File: config.mk
export PLATFORM = sky130hd
export DESIGN_NAME = aes_round_ctrl
export DESIGN_NICKNAME = d
export VERILOG_FILES = /design/src/rtl/aes_pkg.sv /design/src/rtl/aes_rcon_gen.sv /design/src/rtl/aes_round_ctrl.sv
export SDC_FILE = /design/constraint.sdc
export NUM_CORES = 1
export LEC_CHECK = 0
export BUFFER_PORTS_ARGS = -buffer_cell sky130_fd_sc_hd__buf_4
export CAP_MARGIN = 20
export CORE_UTILIZATION = 55
export DETAILED_ROUTE_END_ITERATION = 8
export PLACE_DENSITY_LB_ADDON = 0.15
export SLEW_MARGIN = 30
export SYNTH_ARGS = -nofsm -noshare
export SYNTH_HDL_FRONTEND = slang
export SYNTH_HIERARCHICAL = 1
export SYNTH_SLANG_ARGS = --single-unit
File: constraint.sdc
create_clock -name clk -period 2.1 [get_ports clk]
set_input_delay 0.42 -clock clk [delete_from_list [all_inputs] [get_ports clk]]
set_output_delay 0.42 -clock clk [all_outputs]
set_load 0.05 [all_outputs]
File: src/rtl/aes_pkg.sv
// aes_pkg -- shared types and helpers for the iterative AES core.
//   ctrl_state_t : controller state encoding (IDLE, EXPAND, ROUND, DONE)
//   nk(K), nr(K) : key length in 32-bit words and round count for a K-bit key
//   xtime(b)     : multiply-by-x in GF(2^8), used to step the round constant
//   RCON_INIT    : round constant for the first RotWord step of a schedule
package aes_pkg;

    typedef enum logic [1:0] {
        ST_IDLE   = 2'd0,
        ST_EXPAND = 2'd1,
        ST_ROUND  = 2'd2,
        ST_DONE   = 2'd3
    } ctrl_state_t;

    localparam logic [7:0] RCON_INIT = 8'h01;

    function automatic int nk(input int k);
        return k / 32;
    endfunction

    function automatic int nr(input int k);
        return (k / 32) + 6;
    endfunction

    function automatic logic [7:0] xtime(input logic [7:0] b);
        return {b[6:0], 1'b0} ^ (b[7] ? 8'h1b : 8'h00);
    endfunction

endpackage

File: src/rtl/aes_rcon_gen.sv
// aes_rcon_gen -- round-constant register for the key schedule.
//   clk     : core clock
//   reset   : asynchronous active-high reset, rcon returns to RCON_INIT
//   clear   : reload RCON_INIT at the start of a new schedule
//   advance : step rcon to xtime(rcon) after a RotWord word has used it
//   rcon    : current round constant (high byte of the Rcon word)
module aes_rcon_gen
    import aes_pkg::*;
(
    input  logic       clk,
    input  logic       reset,
    input  logic       clear,
    input  logic       advance,
    output logic [7:0] rcon
);

    logic [7:0] rcon_q;
    logic [7:0] rcon_d;

    always_comb begin
        rcon_d = rcon_q;
        if (clear) begin
            rcon_d = RCON_INIT;
        end else if (advance) begin
            rcon_d = xtime(rcon_q);
        end
    end

    always_ff @(posedge clk or posedge reset) begin
        if (reset) begin
            rcon_q <= RCON_INIT;
        end else begin
            rcon_q <= rcon_d;
        end
    end

    assign rcon = rcon_q;

endmodule

File: src/rtl/aes_round_ctrl.sv
// aes_round_ctrl -- sequencing controller for the iterative AES core.
// After the serial front end loads key and block (falling edge of load), runs
// the key expansion one word per cycle, then steps the round datapath through
// Nr+1 round-key applications (forward, or reversed when INV=1), then holds
// done for the shift-out until load goes high again.
//
// Parameters: K   key length 128/192/256
//             INV 0 = encrypt key order, 1 = inverse-cipher key order
// Ports:
//   clk, reset (async, active high), load (front-end loading flag)
//   busy   : EXPAND or ROUND
//   exp_en, w_idx, rot_en, sub_en, rcon : key-expansion word controls
//   rnd_en, rk_idx, first, last         : round datapath controls
//   done   : result ready for shift-out
// Build option: AES_ROUND_CTRL_ABORT_EN -- a rising edge of load while busy
// aborts the run to IDLE. Without it, load is ignored until DONE.
module aes_round_ctrl
    import aes_pkg::*;
#(
    parameter int K   = 128,
    parameter bit INV = 1'b0
) (
    input  logic       clk,
    input  logic       reset,
    input  logic       load,
    output logic       busy,
    output logic       exp_en,
    output logic [5:0] w_idx,
    output logic       rot_en,
    output logic       sub_en,
    output logic [7:0] rcon,
    output logic       rnd_en,
    output logic [3:0] rk_idx,
    output logic       first,
    output logic       last,
    output logic       done
);

    localparam int         NK       = nk(K);
    localparam int         NR       = nr(K);
    localparam logic [5:0] NK_IDX   = 6'(NK);
    localparam logic [5:0] W_LAST   = 6'(4 * NR + 3);
    localparam logic [3:0] NR_IDX   = 4'(NR);
    localparam logic [2:0] MOD_LAST = 3'(NK - 1);
    localparam bit         HAS_SUB  = (NK == 8);

    ctrl_state_t state_q, state_d;
    logic        load_q;
    logic [5:0]  w_idx_q, w_idx_d;
    // w_idx mod Nk, tracked incrementally so no divider is needed
    logic [2:0]  mod_q, mod_d;
    logic [3:0]  r_q, r_d;
    logic        start;
    logic        load_fall;

    assign load_fall = load_q & ~load;

`ifdef AES_ROUND_CTRL_ABORT_EN
    logic load_rise;
    assign load_rise = load & ~load_q;
`endif

    always_comb begin
        state_d = state_q;
        w_idx_d = w_idx_q;
        mod_d   = mod_q;
        r_d     = r_q;
        start   = 1'b0;
        case (state_q)
            ST_IDLE: begin
                if (load_fall) begin
                    state_d = ST_EXPAND;
                    w_idx_d = NK_IDX;
                    mod_d   = 3'd0;
                    start   = 1'b1;
                end
            end
            ST_EXPAND: begin
                mod_d = (mod_q == MOD_LAST) ? 3'd0 : mod_q + 3'd1;
                if (w_idx_q == W_LAST) begin
                    // w_idx holds its final value through the rounds
                    state_d = ST_ROUND;
                    r_d     = 4'd0;
                end else begin
                    w_idx_d = w_idx_q + 6'd1;
                end
            end
            ST_ROUND: begin
                if (r_q == NR_IDX) begin
                    state_d = ST_DONE;
                end else begin
                    r_d = r_q + 4'd1;
                end
            end
            ST_DONE: begin
                // level, not edge: load already high when DONE is reached
                // still returns to IDLE
                if (load) begin
                    state_d = ST_IDLE;
                end
            end
            default: state_d = ST_IDLE;
        endcase
`ifdef AES_ROUND_CTRL_ABORT_EN
        if ((state_q == ST_EXPAND || state_q == ST_ROUND) && load_rise) begin
            state_d = ST_IDLE;
        end
`endif
    end

    always_ff @(posedge clk or posedge reset) begin
        if (reset) begin
            state_q <= ST_IDLE;
            load_q  <= 1'b0;
            w_idx_q <= 6'd0;
            mod_q   <= 3'd0;
            r_q     <= 4'd0;
        end else begin
            state_q <= state_d;
            load_q  <= load;
            w_idx_q <= w_idx_d;
            mod_q   <= mod_d;
            r_q     <= r_d;
        end
    end

    // Strobes decode registered state only; load never reaches an output.
    always_comb begin
        busy   = 1'b0;
        exp_en = 1'b0;
        rot_en = 1'b0;
        sub_en = 1'b0;
        rnd_en = 1'b0;
        first  = 1'b0;
        last   = 1'b0;
        done   = 1'b0;
        rk_idx = 4'd0;
        case (state_q)
            ST_EXPAND: begin
                busy   = 1'b1;
                exp_en = 1'b1;
                rot_en = (mod_q == 3'd0);
                sub_en = HAS_SUB && (mod_q == 3'd4);
            end
            ST_ROUND: begin
                busy   = 1'b1;
                rnd_en = 1'b1;
                first  = (r_q == 4'd0);
                last   = (r_q == NR_IDX);
                rk_idx = INV ? (NR_IDX - r_q) : r_q;
            end
            ST_DONE: begin
                done = 1'b1;
            end
            default: ;
        endcase
    end

    assign w_idx = w_idx_q;

    // rcon is consumed on the rot_en cycle and stepped right after it
    aes_rcon_gen u_rcon (
        .clk     (clk),
        .reset   (reset),
        .clear   (start),
        .advance (rot_en),
        .rcon    (rcon)
    );

endmodule

Word level (Yosys, flattened, before mapping). Index checks and enable logic that the tools add are counted.

Register bits after elaboration: 24. Input port bits: 3. Output and inout port bits: 26. Logic and storage cells: 62.

$add $sub $neg: 3. Eq/ne operators: 12. Multiplexer cells: 27. Bitwise logic cells: 3. Reduce and logical (&&, ||, !) cells: 11.

Operators with widths (count): 2-to-1 mux 8 bit (2); 2-to-1 mux 4 bit (3); 2-to-1 mux 6 bit (2); inequality test 2 bit (second input constant) (6); one-hot mux 6 bit (2 select lines) (1); 2-to-1 mux 1 bit (9); 2-to-1 mux 2 bit (4); one-hot mux 2 bit (4 select lines) (1); one-hot mux 4 bit (2 select lines) (1); XOR 8 bit (1); adder 6 x 1 -> 6 bit (second input constant) (1); == test 6 bit (second input constant) (1); 2-to-1 mux 3 bit (2); one-hot mux 3 bit (2 select lines) (1); AND reduction 3 bit (2); nonzero test 2 bit (3); 2-to-1 mux 5 bit (1); adder 4 x 1 -> 4 bit (second input constant) (1); == test 2 bit (second input constant) (2); == test 4 bit (second input constant) (1); zero test 4 bit (1); AND reduction 4 bit (1); adder 3 x 1 -> 3 bit (second input constant) (1); == test 3 x 2 -> 1 bit (second input constant) (1); 7 further kinds (7).

Depth between registers and ports, before layout. Gate-level depths: netlist of run 1.

Depth after elaboration: 5. Depth in mapped cells: 9. Gate-level depth less buffers: 6.

Hierarchy. Netlist of run 1, hierarchy kept.

By module, submodules not included: aes_round_ctrl (times used 1, cells an instance 134, area an instance 1194.9 um^2, seq. area each 400.4 um^2); aes_rcon_gen (times used 1, cells an instance 31, area an instance 352.8 um^2, seq. area each 201.4 um^2).

Worst setup path after synthesis of run 1. No wires, ideal clock.

Path kind: register to output. Start point: reg state_q[0]. End point: out first. Arrival time: 2463 ps. Required time: 1680 ps. Slack: -783 ps. Cell stages (with the launch flop): 6. Buffers on the path: 1. Cell sequence: dfrtp_1 -> inv_1 -> ha_1 -> clkbuf_1 -> nand2_1 -> nor3_1.

Longest elaborated chain between the ends: 2.

Ends and longest elaborated chain: start: declaration (RTL line aes_round_ctrl.sv:47) `ctrl_state_t state_q, state_d;`; start signal: assignment (RTL line aes_round_ctrl.sv:119) `state_q <= state_d;`; == test 2 bit (RTL line aes_round_ctrl.sv:138) `case (state_q)`; 2-to-1 mux 1 bit (RTL line aes_round_ctrl.sv:138); end: declaration (RTL line aes_round_ctrl.sv:34) `output logic first,`.

Every way passes these cells.

Final worst setup path of run 1. Ends and elaborated chain as after synthesis.

==> flow_summary.yaml, run 1 <==
power_and_ir_drop:
  peakVddDrop_mv: 0.425
  p_total_uw: 829
  power_leakage_nw: 0.861
  cellPowerDensity_nw_per_um2: 434
synth:
  synth_fp_nets: 179
  synthSimpleGateAreaFrac_pct: 22.5
  yosys.area_share.xor_xnor_pct: 1.70
  synth_fa_ha_area_share_pct: 8.89
  syn_inst: 165
  synth_top_family_by_area: "simple AND/OR/NAND/NOR gates"
  netlist_area_sq_um: 1550
  synth_compound_area_share_pct: 18.5
  ys_warn_count: 6
  syn_avg_cell_area_sq_um: 9.38
  synth-seq-area-share_pct: 38.9
  synth_cell_type_count: 51
  synth_seq_cells: 24
  synthMuxAreaShare_pct: 3.56
route:
  viasPerCell: 5.78
  wirelength_um: 3320
  wl_per_cell_um: 14.7
  route.detailed.drc: 0
  firstDrtPassIters: 4
  drt_iter0_markers: 25
  num_vias: 1307
  ant_nets: 0
grt:
  grt_max_degree: 19
  grt_pass1_vias: 1125
  grt_pass1_wl_um: 5040
  grt.total_usage_pct: 23.1
  antenna_found_initial: 0
  gr-total-overflow: 0
critical_path:
  cp.required_ns: 1.68
  rr_worst_depth: 6
  r2r_setup_slack_ns: 0.34
  worstSetupPathType: "reg2out"
  critPathArrivalTime_ns: 1.59
  crit_path_end_kind: "primary output"
  cp-start-kind: "register"
  timing.rr.start: "state_q[1]"
  crit_fanout: 11
  r2r_end: "w_idx[5]"
cts:
  ctsHoldBuffers: 0
  insertion_delay_ns: 0.33
  tritoncts: "yes"
  clock_path_buffers: 2
  cts_sinks: 24
  path_clk_slew_ns: 0.14
  cts_max_level: 1
  cts_buffers: 3
  cts.root.buffer_cell: "clkbuf_4"
timing:
  skew_ns: 0.00333
  setup_viol: 0
  max_freq_mhz: 496
  slew_violations: 0
  fin_crit_ns: 2.01
  timing.hold.ws_ns: 0.0229
  timing.final.ws_setup_ns: 0.0853
  fin_tns_setup_ns: 0
  maxSlewHeadroom_pct: 55.6
  fin_crit_sh_pct: 95.9
  grt_setup_unrepaired: "false"
  final-hold-violation-count: 0
  tightest_slew_ns: 0.665
outcome:
  status: "finished clean"
floorplan:
  dieArea_sq_um: 3030
  rows: 18
  initial_core_util_pct: 60.3
  core_sq_um: 2570
  fp.dieW_um: 55.0
  die_h_um: 55.0
  boundaryPins: 29
final_layout:
  num_antenna_cells: 0
  fin_nets: 211
  syn_to_final_growth_pct: 23.5
  drive_gt1_share_pct: 32.1
place:
  pre_cts_ws_ns: 0.359
  dp_hpwl_um: 2300
  place.gp.congestion: 0.797
  portBuffers: 27
hold_path:
  min_path_type: "in2async"
job:
  maxCapViolCount: 0
metrics by stage:
step                      util [%]  cell area [sq um]  instances
after floorplan                  -               1600        165
after CTS                     72.3               1860        220
final                         74.5               1910        226
after global placement        70.3               1800        216
after global routing          74.5               1910        226
after detailed placement      70.3               1800        216
worst max-delay path by stage:
stage                     depth (start not counted)  startpoint              to
after floorplan                                   9  state_q[1]  u_rcon/rcon[2]
after global placement                            5  state_q[0]           first
after detailed placement                          6  state_q[0]        w_idx[3]
after CTS                                         5  state_q[0]           first
after global routing                              5  state_q[0]           first
final                                             5  state_q[0]           first
cell usage in the layout (no fill, tap or decap), types with 3 or more instances in the layout:
cell type	count
nand3_1	4
a31oi_1	4
o21ai_1	4
xnor2_1	3
nor2b_1	7
nor2_2	3
a211oi_1	4
nor2_1	14
dfrtp_1	22
clkbuf_4	3
and3_1	4
mux2i_1	4
inv_1	10
buf_4	34
o21ai_0	6
nand2_1	13
and2_1	3
a21oi_1	3
ha_1	9
nand2b_1	3
inv_2	3
report_power, final:
| group | internal (mW) | switching, mW | total, mW |
|---|---|---|---|
| combinational | 0.00367 | 0.0174 | 0.0211 |
| sequential | 0.463 | 0.000467 | 0.464 |
| clock | 0.193 | 0.151 | 0.345 |
flip-flops by register name, indices dropped and copies added (netlist names):
register / flops
u_rcon/rcon: 8
w_idx: 6
r_q: 4
mod_q: 3
state_q: 2
load_q: 1
layer usage:
layer  track usage (%)  vias up  wire length, um
met5                 0        -                0
met4              4.17        0               16
met3              2.46        3              111
met2              40.8       31             1690
met1              30.6      636             1500
li1                  -      637                -
timing repair:
item                                    4_1_cts  5_1_grt
endpoints found under the setup margin        2        3
setup buffers                                 0        6
gates resized for setup                       1        2
worst max-delay path: stages (launching register included):
cell	delay, ns
dfrtp_2	0.47
inv_2	0.12
ha_4	0.21
nand2_1	0.10
nor3_4	0.15
buf_4	0.21
cells in the mapped netlist, drive strengths merged:
| cell type | count | area (sq um) |
|---|---|---|
| a211o | 2 | 18.8 |
| a211oi | 4 | 30.0 |
| a21boi | 1 | 7.51 |
| a21oi | 5 | 32.5 |
| a22o | 1 | 8.76 |
| a2bb2oi | 1 | 8.76 |
| a31oi | 4 | 25.0 |
| a32o | 1 | 10.0 |
| a32oi | 1 | 8.76 |
| and2 | 3 | 18.8 |
| and3 | 4 | 25.0 |
| and4bb | 1 | 12.5 |
| buf | 4 | 27.5 |
| clkbuf | 3 | 12.5 |
| conb | 1 | 3.75 |
| dfrtp | 23 | 576 |
| dfstp | 1 | 26.3 |
| ha | 11 | 138 |
| inv | 13 | 48.8 |
| mux2 | 1 | 15.0 |
| mux2i | 4 | 40.0 |
| nand2 | 14 | 55.1 |
| nand2b | 3 | 18.8 |
| nand3 | 5 | 30.0 |
| nand3b | 1 | 11.3 |
| nand4 | 1 | 6.26 |
| nand4b | 1 | 8.76 |
| nand4bb | 1 | 27.5 |
| nor2 | 18 | 70.1 |
| nor2b | 7 | 43.8 |
| nor3 | 3 | 20.0 |
| o211ai | 1 | 7.51 |
| o21ai | 12 | 75.1 |
| o221ai | 1 | 8.76 |
| o2bb2ai | 1 | 8.76 |
| o311ai | 1 | 8.76 |
| o31ai | 3 | 27.5 |
| xnor2 | 3 | 26.3 |
cells by family (layout without fill, tap and decap cells):
family | after synthesis | in the layout
flops | 24 | 24
other cells | 1 | 1
simple gates | 62 | 62
fa+ha+maj | 11 | 11
buf+inv | 20 | 51
xor+xnor | 3 | 3
compound gates | 39 | 39
mux | 5 | 5
cell type report:
type	instances	area, sq um
inverter	13	48.8
sequential	24	603
clock inverter	1	30.0
tap	30	37.5
clock buffer	3	22.5
multi-input combinational	121	915
fill	191	656
timing repair buffer	34	255
Note: power is estimated with default switching activity, not from simulation.
==> run 2, diff against run 1 <==
- clock period: 2.1 -> 2.2 ns (I/O delays scaled with it)
==> run 2 against run 1 <==
Compared with the run above: die area unchanged; global-route usage increased by 0.95 points; via count decreased by 3.9%; setup slack improved by 0.057 ns; first-iteration DRC count decreased by 24%; worst hold slack improved by 0.035 ns; sequential power decreased by 4.5%; cell area decreased by 2.4%; register-to-register slack improved by 0.06 ns; wire length decreased by 1.7%; clock skew increased by 0.0039 ns; clock power decreased by 7.0%; critical path type unchanged; largest power group unchanged.
==> flow_summary.yaml, run 2 (same netlist as run 1, synthesis figures left out) <==
outcome:
  status: "finished clean"
power_and_ir_drop:
  switchingPower_uw: 154
  power_frac_seq_pct: 56.5
  combPwrFrac_pct: 2.6
  intPower_uw: 630
  cellPowerDensity_nw_per_um2: 420
  switching_share_pct: 19.7
  power_frac_clock_pct: 41.0
  peakVddDrop_mv: 0.313
  power_leakage_nw: 0.841
critical_path:
  cp-start-kind: "register"
  crit_path_end_kind: "primary output"
  worstSetupPathType: "reg2out"
  cp.required_ns: 1.76
  crit_fanout: 15
  critPathArrivalTime_ns: 1.62
cts:
  cts_sinks: 24
  insertion_delay_ns: 0.32
  ctsHoldBuffers: 0
  tritoncts: "yes"
  cts_max_level: 1
  path_clk_slew_ns: 0.14
  clock_path_buffers: 2
  post_cts_buffers: 0
  cts.root.buffer_cell: "clkbuf_4"
  cts_buffers: 3
route:
  firstDrtPassIters: 3
  viasPerCell: 5.68
  wl_per_cell_um: 14.8
  route.detailed.drc: 0
  drt_iter0_markers: 19
  ant_nets: 0
  wirelength_um: 3270
  num_vias: 1256
timing:
  setup_viol: 0
  timing.final.ws_setup_ns: 0.142
  tightest_slew_ns: 0.646
  maxSlewHeadroom_pct: 56.9
  max_freq_mhz: 486
  skew_ns: 0.00726
  fin_crit_ns: 2.06
  slew_violations: 0
  final-hold-violation-count: 0
  fin_crit_sh_pct: 93.5
  grt_setup_unrepaired: "false"
final_layout:
  fin_nets: 206
  final-instance-count-excl-fill: 221
  largest_reg_flops: 8
  syn_to_final_growth_pct: 20.5
  final_common_cell: "buf_4"
  num_antenna_cells: 0
  design_area_sq_um: 1870
  layout_common_cells: "buf_4, dfrtp_1, nor2_1"
  drive_gt1_share_pct: 29.8
job:
  maxCapViolCount: 0
grt:
  grt_pass1_vias: 1135
  grt_max_degree: 17
  grt.total_usage_pct: 24.0
  grt_pass1_wl_um: 5190
  gr-total-overflow: 0
  antenna_found_initial: 0
place:
  dp.cells: 217
  place_area_sq_um: 1790
  pre_cts_ws_ns: 0.377
  portBuffers: 27
  dp_hpwl_um: 2430
  place.gp.congestion: 0.800
floorplan:
  initial_core_util_pct: 60.3
  core_sq_um: 2570
  fp.dieW_um: 55.0
  dieArea_sq_um: 3030
  boundaryPins: 29
  die_h_um: 55.0
  rows: 18
hold_path:
  min_path_type: "in2async"
==> run 2: changes by cell type in the layout (fill, tap and decap cells not counted) <==
cell | previous run | this run
inv_2 | 3 | 2
inv_1 | 10 | 11
buf_4 | 34 | 29
nand3b_4 | 1 | 0
nand3b_2 | 0 | 1
==> run 2: area by class of cell <==
class	instances	area [sq um]
tap	30	37.5
inverter	13	48.8
multi-input combinational	121	906
sequential	24	603
fill	199	702
clock buffer	3	22.5
clock inverter	1	30.0
timing repair buffer	29	218
==> run 2: layer usage <==
metal | wire, um | vias up | GRT usage [%]
met5 | 0 | - | 0
met4 | 35 | 0 | 6.25
met3 | 57 | 4 | 1.64
met2 | 1630 | 18 | 43.4
met1 | 1540 | 607 | 30.8
li1 | - | 627 | -
==> run 2: stage by stage <==
stage	power (mW)	util, %	setup TNS (ns)	hold slack [ns]
after CTS	0.790	72.2	0	0.0603
after detailed placement	0.472	69.8	0	0.420
after floorplan	0.466	-	-0.0729	0.255
after global routing	0.811	72.7	0	0.0658
after global placement	0.471	69.8	0	0.410
final	0.784	72.7	0	0.0579
==> run 2: final timing paths <==
kind / startpoint / end / slack (ns) / cells past startpoint
worst min register to register: mod_q[0] / mod_q[0] / 0.56 / 1
worst max register to register: state_q[1] / w_idx[3] / 0.40 / 6
worst min-delay path: reset / u_rcon/rcon[1] / 0.06 / 2
max in group asynchronous: reset / state_q[0] / 1.55 / 2
min in group clk: load / load_q / 0.24 / 1
worst max-delay path: state_q[0] / last / 0.14 / 5
==> run 2: critical path, cell delays in order (launching register included) <==
cell     delay (ns)
dfrtp_2        0.46
inv_2          0.12
ha_4           0.24
inv_1          0.13
nor2_2         0.14
buf_4          0.21
==> run 2: power groups by stage <==
stage	clock (mW)	sequential (mW)	combinational (mW)
final	0.321	0.443	0.0201
after detailed placement	0	0.451	0.0211
after global routing	0.345	0.443	0.0231
after CTS	0.326	0.443	0.0208
after global placement	0	0.451	0.0202
after floorplan	0	0.451	0.0150
==> run 2: what timing repair did <==
item,4_1_cts,5_1_grt
resized for setup,1,3
setup endpoints to repair,1,2
cloned,0,0
